$ cat config.mk
export PLATFORM = sky130hd
export DESIGN_NAME = fp_div_iterative
export DESIGN_NICKNAME = d
export VERILOG_FILES = /design/src/rtl/fp_div_iterative.sv
export SDC_FILE = /design/constraint.sdc
export NUM_CORES = 1
export LEC_CHECK = 0
export BUFFER_PORTS_ARGS = -buffer_cell sky130_fd_sc_hd__buf_2
export CAP_MARGIN = 25
export CORE_ASPECT_RATIO = 0.6
export CORE_MARGIN = 2
export CORE_UTILIZATION = 50
export DETAILED_ROUTE_END_ITERATION = 12
export GPL_TIMING_DRIVEN = 0
export PLACE_DENSITY = 0.73
export SLEW_MARGIN = 10
export SYNTH_ARGS = -nofsm -noshare
export SYNTH_HDL_FRONTEND = slang
export SYNTH_SLANG_ARGS = --single-unit
$ cat constraint.sdc
create_clock -name CLK -period 12.4 [get_ports CLK]
set_clock_uncertainty 0.2 [all_clocks]
set_input_delay 1.24 -clock CLK [delete_from_list [all_inputs] [get_ports CLK]]
set_output_delay 1.24 -clock CLK [all_outputs]
set_load 0.005 [all_outputs]
$ cat src/rtl/fp_div_iterative.sv
// Sequential IEEE-754 divider: radix-2 restoring mantissa recurrence, round-to-nearest-even,
// flush-to-zero inputs, full special-case handling. One operation in flight.
module fp_div_iterative #(
  parameter int EXP_W = 8,
  parameter int MAN_W = 23
) (
  input  logic                 CLK,
  input  logic                 rst_n,
  input  logic                 data_valid,
  input  logic [EXP_W+MAN_W:0] dividend,
  input  logic [EXP_W+MAN_W:0] divisor,
  output logic                 busy,
  output logic                 data_ready,
  output logic [EXP_W+MAN_W:0] quotient_o,
  output logic                 divided_by_zero,
  output logic                 invalid,
  output logic                 overflow,
  output logic                 underflow
);

  localparam int XLEN = 1 + EXP_W + MAN_W;
  localparam int QB   = MAN_W + 3;
  localparam int RW   = MAN_W + 2;
  localparam int EW   = EXP_W + 2;
  localparam int CW   = $clog2(QB);

  localparam logic [CW-1:0]        LAST_CNT  = CW'(QB - 1);
  localparam logic [CW-1:0]        CNT_ONE   = {{(CW-1){1'b0}}, 1'b1};
  localparam logic [EXP_W-1:0]     EXP_ONES  = {EXP_W{1'b1}};
  localparam logic [EXP_W-1:0]     EXP_ZERO  = {EXP_W{1'b0}};
  localparam logic [MAN_W-1:0]     MAN_ZERO  = {MAN_W{1'b0}};
  localparam logic [XLEN-1:0]      QNAN      = {1'b0, {EXP_W{1'b1}}, 1'b1, {(MAN_W-1){1'b0}}};
  localparam logic signed [EW-1:0] BIAS_E    = {3'b000, {(EXP_W-1){1'b1}}};
  localparam logic signed [EW-1:0] EXP_MAX_E = {2'b00, {EXP_W{1'b1}}};
  localparam logic signed [EW-1:0] E_ONE     = {{(EW-1){1'b0}}, 1'b1};
  localparam logic signed [EW-1:0] E_ZERO    = {EW{1'b0}};

  typedef enum logic [1:0] {
    ST_IDLE   = 2'd0,
    ST_DIVIDE = 2'd1,
    ST_ROUND  = 2'd2,
    ST_DONE   = 2'd3
  } state_t;

  state_t state_r, next_state_s;

  logic [EXP_W-1:0] exp_a_s, exp_b_s;
  logic [MAN_W-1:0] frac_a_s, frac_b_s;
  logic a_zero_s, b_zero_s, a_inf_s, b_inf_s, a_nan_s, b_nan_s;
  logic sign_s, special_s, accept_s;
  logic [XLEN-1:0] spec_res_s;
  logic spec_inv_s, spec_dbz_s;

  logic [RW-1:0]          rem_r, diff_s;
  logic [MAN_W:0]         dvsr_r;
  logic [QB-1:0]          quo_r;
  logic signed [EW-1:0]   exp_r;
  logic                   sign_r;
  logic [CW-1:0]          cnt_r;
  logic                   ge_s;

  logic [MAN_W-1:0]       frac_pre_s;
  logic [MAN_W:0]         frac_sum_s;
  logic signed [EW-1:0]   exp_pre_s, exp_fin_s;
  logic                   guard_s, rnd_bit_s, sticky_s, inc_s;
  logic [XLEN-1:0]        rnd_res_s;
  logic                   rnd_ovf_s, rnd_unf_s;
  logic                   busy_s, ready_s;

  assign exp_a_s  = dividend[XLEN-2:MAN_W];
  assign exp_b_s  = divisor[XLEN-2:MAN_W];
  assign frac_a_s = dividend[MAN_W-1:0];
  assign frac_b_s = divisor[MAN_W-1:0];
  // Subnormals collapse to zero because only the exponent field is tested
  assign a_zero_s = (exp_a_s == EXP_ZERO);
  assign b_zero_s = (exp_b_s == EXP_ZERO);
  assign a_inf_s  = (exp_a_s == EXP_ONES) & (frac_a_s == MAN_ZERO);
  assign b_inf_s  = (exp_b_s == EXP_ONES) & (frac_b_s == MAN_ZERO);
  assign a_nan_s  = (exp_a_s == EXP_ONES) & (frac_a_s != MAN_ZERO);
  assign b_nan_s  = (exp_b_s == EXP_ONES) & (frac_b_s != MAN_ZERO);
  assign sign_s   = dividend[XLEN-1] ^ divisor[XLEN-1];
  assign special_s = a_zero_s | b_zero_s | a_inf_s | b_inf_s | a_nan_s | b_nan_s;
  assign accept_s  = (state_r == ST_IDLE) & data_valid;

  assign ge_s   = (rem_r >= {1'b0, dvsr_r});
  assign diff_s = rem_r - {1'b0, dvsr_r};

  // Special-operand result, resolved in priority order
  always_comb begin
    spec_res_s = {XLEN{1'b0}};
    spec_inv_s = 1'b0;
    spec_dbz_s = 1'b0;
    if (a_nan_s | b_nan_s | (a_zero_s & b_zero_s) | (a_inf_s & b_inf_s)) begin
      spec_res_s = QNAN;
      spec_inv_s = 1'b1;
    end else if (a_inf_s) begin
      spec_res_s = {sign_s, EXP_ONES, MAN_ZERO};
    end else if (b_inf_s | a_zero_s) begin
      spec_res_s = {sign_s, {(XLEN-1){1'b0}}};
    end else if (b_zero_s) begin
      spec_res_s = {sign_s, EXP_ONES, MAN_ZERO};
      spec_dbz_s = 1'b1;
    end else begin
      spec_res_s = {XLEN{1'b0}};
    end
  end

  // FSM state register
  always_ff @(posedge CLK or negedge rst_n) begin
    if (!rst_n) state_r <= ST_IDLE;
    else        state_r <= next_state_s;
  end

  // FSM next-state logic
  always_comb begin
    next_state_s = state_r;
    case (state_r)
      ST_IDLE: begin
        if (data_valid) next_state_s = special_s ? ST_DONE : ST_DIVIDE;
        else            next_state_s = ST_IDLE;
      end
      ST_DIVIDE: begin
        if (cnt_r == LAST_CNT) next_state_s = ST_ROUND;
        else                   next_state_s = ST_DIVIDE;
      end
      ST_ROUND: next_state_s = ST_DONE;
      ST_DONE:  next_state_s = ST_IDLE;
      default:  next_state_s = ST_IDLE;
    endcase
  end

  // FSM output decode, registered below
  always_comb begin
    busy_s  = 1'b0;
    ready_s = 1'b0;
    case (next_state_s)
      ST_DIVIDE, ST_ROUND: busy_s  = 1'b1;
      ST_DONE:             ready_s = 1'b1;
      default: begin
        busy_s  = 1'b0;
        ready_s = 1'b0;
      end
    endcase
  end

  // Operand capture and restoring recurrence, one quotient bit per cycle
  always_ff @(posedge CLK or negedge rst_n) begin
    if (!rst_n) begin
      rem_r  <= {RW{1'b0}};
      dvsr_r <= {(MAN_W+1){1'b0}};
      quo_r  <= {QB{1'b0}};
      exp_r  <= E_ZERO;
      sign_r <= 1'b0;
      cnt_r  <= {CW{1'b0}};
    end else if (accept_s) begin
      rem_r  <= {1'b0, 1'b1, frac_a_s};
      dvsr_r <= {1'b1, frac_b_s};
      quo_r  <= {QB{1'b0}};
      exp_r  <= $signed({2'b00, exp_a_s}) - $signed({2'b00, exp_b_s}) + BIAS_E;
      sign_r <= sign_s;
      cnt_r  <= {CW{1'b0}};
    end else if (state_r == ST_DIVIDE) begin
      rem_r  <= ge_s ? {diff_s[RW-2:0], 1'b0} : {rem_r[RW-2:0], 1'b0};
      quo_r  <= {quo_r[QB-2:0], ge_s};
      cnt_r  <= cnt_r + CNT_ONE;
    end
  end

  // Normalise, round to nearest even, and range-check the exponent
  always_comb begin
    if (quo_r[QB-1]) begin
      frac_pre_s = quo_r[QB-2:2];
      guard_s    = quo_r[1];
      rnd_bit_s  = quo_r[0];
      exp_pre_s  = exp_r;
    end else begin
      frac_pre_s = quo_r[QB-3:1];
      guard_s    = quo_r[0];
      rnd_bit_s  = 1'b0;
      exp_pre_s  = exp_r - E_ONE;
    end
    sticky_s   = rnd_bit_s | (rem_r != {RW{1'b0}});
    inc_s      = guard_s & (sticky_s | frac_pre_s[0]);
    frac_sum_s = {1'b0, frac_pre_s} + {{MAN_W{1'b0}}, inc_s};
    if (frac_sum_s[MAN_W]) exp_fin_s = exp_pre_s + E_ONE;
    else                   exp_fin_s = exp_pre_s;
    rnd_ovf_s = 1'b0;
    rnd_unf_s = 1'b0;
    if (exp_fin_s >= EXP_MAX_E) begin
      rnd_res_s = {sign_r, EXP_ONES, MAN_ZERO};
      rnd_ovf_s = 1'b1;
    end else if (exp_fin_s <= E_ZERO) begin
      rnd_res_s = {sign_r, {(XLEN-1){1'b0}}};
      rnd_unf_s = 1'b1;
    end else begin
      rnd_res_s = {sign_r, exp_fin_s[EXP_W-1:0], frac_sum_s[MAN_W-1:0]};
    end
  end

  // Registered handshake, result and flags; flags clear on accept, hold after data_ready
  always_ff @(posedge CLK or negedge rst_n) begin
    if (!rst_n) begin
      busy            <= 1'b0;
      data_ready      <= 1'b0;
      quotient_o      <= {XLEN{1'b0}};
      divided_by_zero <= 1'b0;
      invalid         <= 1'b0;
      overflow        <= 1'b0;
      underflow       <= 1'b0;
    end else begin
      busy       <= busy_s;
      data_ready <= ready_s;
      if (accept_s) begin
        divided_by_zero <= spec_dbz_s;
        invalid         <= spec_inv_s;
        overflow        <= 1'b0;
        underflow       <= 1'b0;
        if (special_s) quotient_o <= spec_res_s;
      end else if (state_r == ST_ROUND) begin
        quotient_o <= rnd_res_s;
        overflow   <= rnd_ovf_s;
        underflow  <= rnd_unf_s;
      end
    end
  end

endmodule

==> flow_metrics.env <==
export IMPL_async_flop_share=1.00
export IMPL_power_frac_seq=0.242
export IMPL_clockPowerShare=0.167
export IMPL_final_util=0.595
export IMPL_setup_violations=0
export IMPL_power_switching_w=0.00147
export IMPL_fin_setup_tns_ns=0
export IMPL_hold_path_class="reg2reg"
export IMPL_start_kind="flip-flop"
export IMPL_post_place_ws_ns=7.17
export IMPL_synthTopCellsByArea="dfrtp_1 35%, nand2_1 6.7%, ha_1 5.2%"
export IMPL_dp_hpwl_microns=22300
export IMPL_post_route_min_period_ns=5.46
export IMPL_num_antenna_cells=0
export IMPL_dieArea_sq_um=20000
export IMPL_critical_path_class="reg2reg"
export IMPL_max_cap_violations=0
export IMPL_avgSynthCellArea_sq_um=8.50
export IMPL_io_buffer_count=104
export IMPL_coreArea_sq_um=18300
export IMPL_ys_warn_count=0
export IMPL_cts_made_buffers=17
export IMPL_ys_flop_type="dfrtp_1"
export IMPL_synth_nets=1215
export IMPL_critPathLaunch="quo_r[25]$_DFFE_PN0P_"
export IMPL_ys_seq_elements=131
export IMPL_rsz0062_at_grt="no"
export IMPL_final_period_utilization=0.440
export IMPL_whs_ns=0.250
export IMPL_nets=1340
export IMPL_cp_end_kind="flip-flop"
export IMPL_ys_types=81
export IMPL_maxSlewHeadroom=0.407
export IMPL_grt_pass1_wl_microns=46700
export IMPL_crit_required_ns=12.53
export IMPL_status="complete, no violations"
export IMPL_worstPathArrival_ns=5.59
export IMPL_start_util=0.515
export IMPL_ioPinCount=105
export IMPL_cts_setup_buffers=0
export IMPL_cts_buffer_depth=2
export IMPL_area_delta_synth_final_pct=15.5
export IMPL_die_x_microns=181
export IMPL_syn_cell_area_sq_um=9410
export IMPL_yosys_cell_count_top_type="nand2_1"
export IMPL_grt_usage=0.306
export IMPL_hold_violations=0
export IMPL_detail_route_wirelength_microns=29400
export IMPL_cts_resized_gates=0
export IMPL_fmax_ghz=0.183
export IMPL_htreeDepth=4
export IMPL_cts_tree="built"
export IMPL_root_buffer="clkbuf_16"
export IMPL_grt_pass1_vias=8413
export IMPL_routed_via_density=6.11
export IMPL_drt_iter0_markers=942
export IMPL_cts_hold_fix_buffers=0
export IMPL_cts_clk_slew_worst_paths_ns=0.06
export IMPL_clk_latency_ns=0.43
export IMPL_cts_sinks=131
export IMPL_vias=9070
export IMPL_worstPathMaxFanout=10
export IMPL_antenna_found_initial=0
export IMPL_dr_pass1_iters=5
export IMPL_rows=38
export IMPL_wl_per_cell_microns=19.8
export IMPL_p_comb_frac=0.591
export IMPL_drtAntennaViolNets=0
export IMPL_synthCells=1107
export IMPL_seq_area_frac_synth=0.348
export IMPL_synth_top_cell_area_share=0.348
export IMPL_vdd_drop_max_v=0.000138
export IMPL_swShare=0.480
export IMPL_drc=0
export IMPL_hold_start="dvsr_r[23]$_DFFE_PN0P_"
export IMPL_worstMarginPinSlew_ns=0.867
export IMPL_place_congestion=1.02
export IMPL_power_internal_w=0.00159
export IMPL_maxSlewViolCount=0
export IMPL_grt_max_degree=72
export IMPL_synth_edf_count=0
export IMPL_grt_ovfl_total=0
export IMPL_r2r_start="quo_r[25]$_DFFE_PN0P_"
export IMPL_yosys_area_top_type="dfrtp_1"
export IMPL_yosys_top_cells_count="167 x nand2_1, 131 x dfrtp_1, 79 x o21ai_0"
export IMPL_leakage_nw=4.95
export IMPL_setup_ws_ns=6.94
export IMPL_drive_above_1_share=0.161
export IMPL_pwr_density_cell_nw_per_um2=282
export IMPL_die_h_microns=110
==> power groups by stage <==
stage	Clock (W)	Sequential, W	Combinational (W)
floorplan	0	0.000692	0.00133
global route	0.000530	0.000758	0.00199
CTS	0.000513	0.000734	0.00177
finish	0.000511	0.000741	0.00181
detailed placement	0	0.000740	0.00176
global placement	0	0.000737	0.00171
==> metal layers <==
metal	up-vias	track usage	wire length, microns
li1	4229	-	-
met1	4372	0.479	14500
met2	440	0.408	11300
met3	29	0.0798	3260
met4	0	0.0790	347
met5	-	0	0
==> kinds of logic after synthesis <==
group / Yosys count / synth area share
muxes: 48 / 0.0521
and+or+nand+nor: 437 / 0.225
xor gates and xnor gates: 65 / 0.0629
buffers and inverters: 121 / 0.0544
AOI/OAI and AO/OA: 264 / 0.201
adders and majority gates: 41 / 0.0561
DFF: 131 / 0.348
==> sequential cells by signal (all words and copies together) (netlist names), 2 cells and up <==
register    flops
exp_r          10
dvsr_r         24
state_r         2
cnt_r           5
rem_r          25
quo_r          26
quotient_o     32
==> stage by stage <==
step	area (sq um)	instances	total power, W
2_1_floorplan	9410	1107	0.00203
3_3_place_gp	10200	1451	0.00244
3_5_place_dp	10300	1453	0.00249
4_1_cts	10900	1485	0.00301
5_1_grt	10900	1485	0.00328
6_report	10900	1485	0.00306
==> worst paths after layout <==
| path | end | slack (ns) | depth (start not counted) |
|---|---|---|---|
| setup / recovery | quotient_o[12]$_DFFE_PN0P_ | 6.94 | 17 |
| hold / removal | dvsr_r[23]$_DFFE_PN0P_ | 0.25 | 2 |
| setup reg to reg | quotient_o[12]$_DFFE_PN0P_ | 6.94 | 17 |
| hold reg to reg | dvsr_r[23]$_DFFE_PN0P_ | 0.25 | 2 |
| max in group asynchronous | quotient_o[14]$_DFFE_PN0P_ | 10.63 | 2 |
| min in group asynchronous | dvsr_r[8]$_DFFE_PN0P_ | 0.58 | 1 |
==> cells in the final DEF (no fill, tap or decap), types with 21 or more instances in the layout <==
cell	n
dfrtp_1	131
clkbuf_1	47
nor4_1	28
nand2_1	167
mux2i_1	40
xnor2_1	36
nand3_1	50
nor3_1	22
a21oi_1	59
buf_2	105
inv_1	55
xor2_1	27
ha_1	39
o41ai_2	21
o21ai_0	79
nor2_1	76
==> critical path, cell delays in order, from the launching register on <==
cell and delay [ns]:
dfrtp_1 0.34, buf_6 0.14, buf_2 0.23, buf_2 0.31
buf_1 0.58, buf_1 0.49, buf_1 0.51, mux2i_1 0.15
nor2_1 0.12, ha_1 0.22, nand3_1 0.11, nor4b_1 0.54
clkdlybuf4s15_2 0.35, nor2b_1 0.29, nand4_1 0.14, a32oi_1 0.25
o21ai_0 0.16, o41ai_2 0.21
==> area by class of cell <==
| type | count | area, sq um |
|---|---|---|
| clock inverters | 15 | 158 |
| multi-input cells | 855 | 5630 |
| repair buffers | 106 | 566 |
| inverters | 56 | 210 |
| plain buffers | 65 | 302 |
| clock buffers | 17 | 425 |
| flip-flops and latches | 131 | 3280 |
| fillers | 1663 | 7390 |
| well taps | 240 | 300 |
Note: power is estimated with default switching activity, not from simulation.
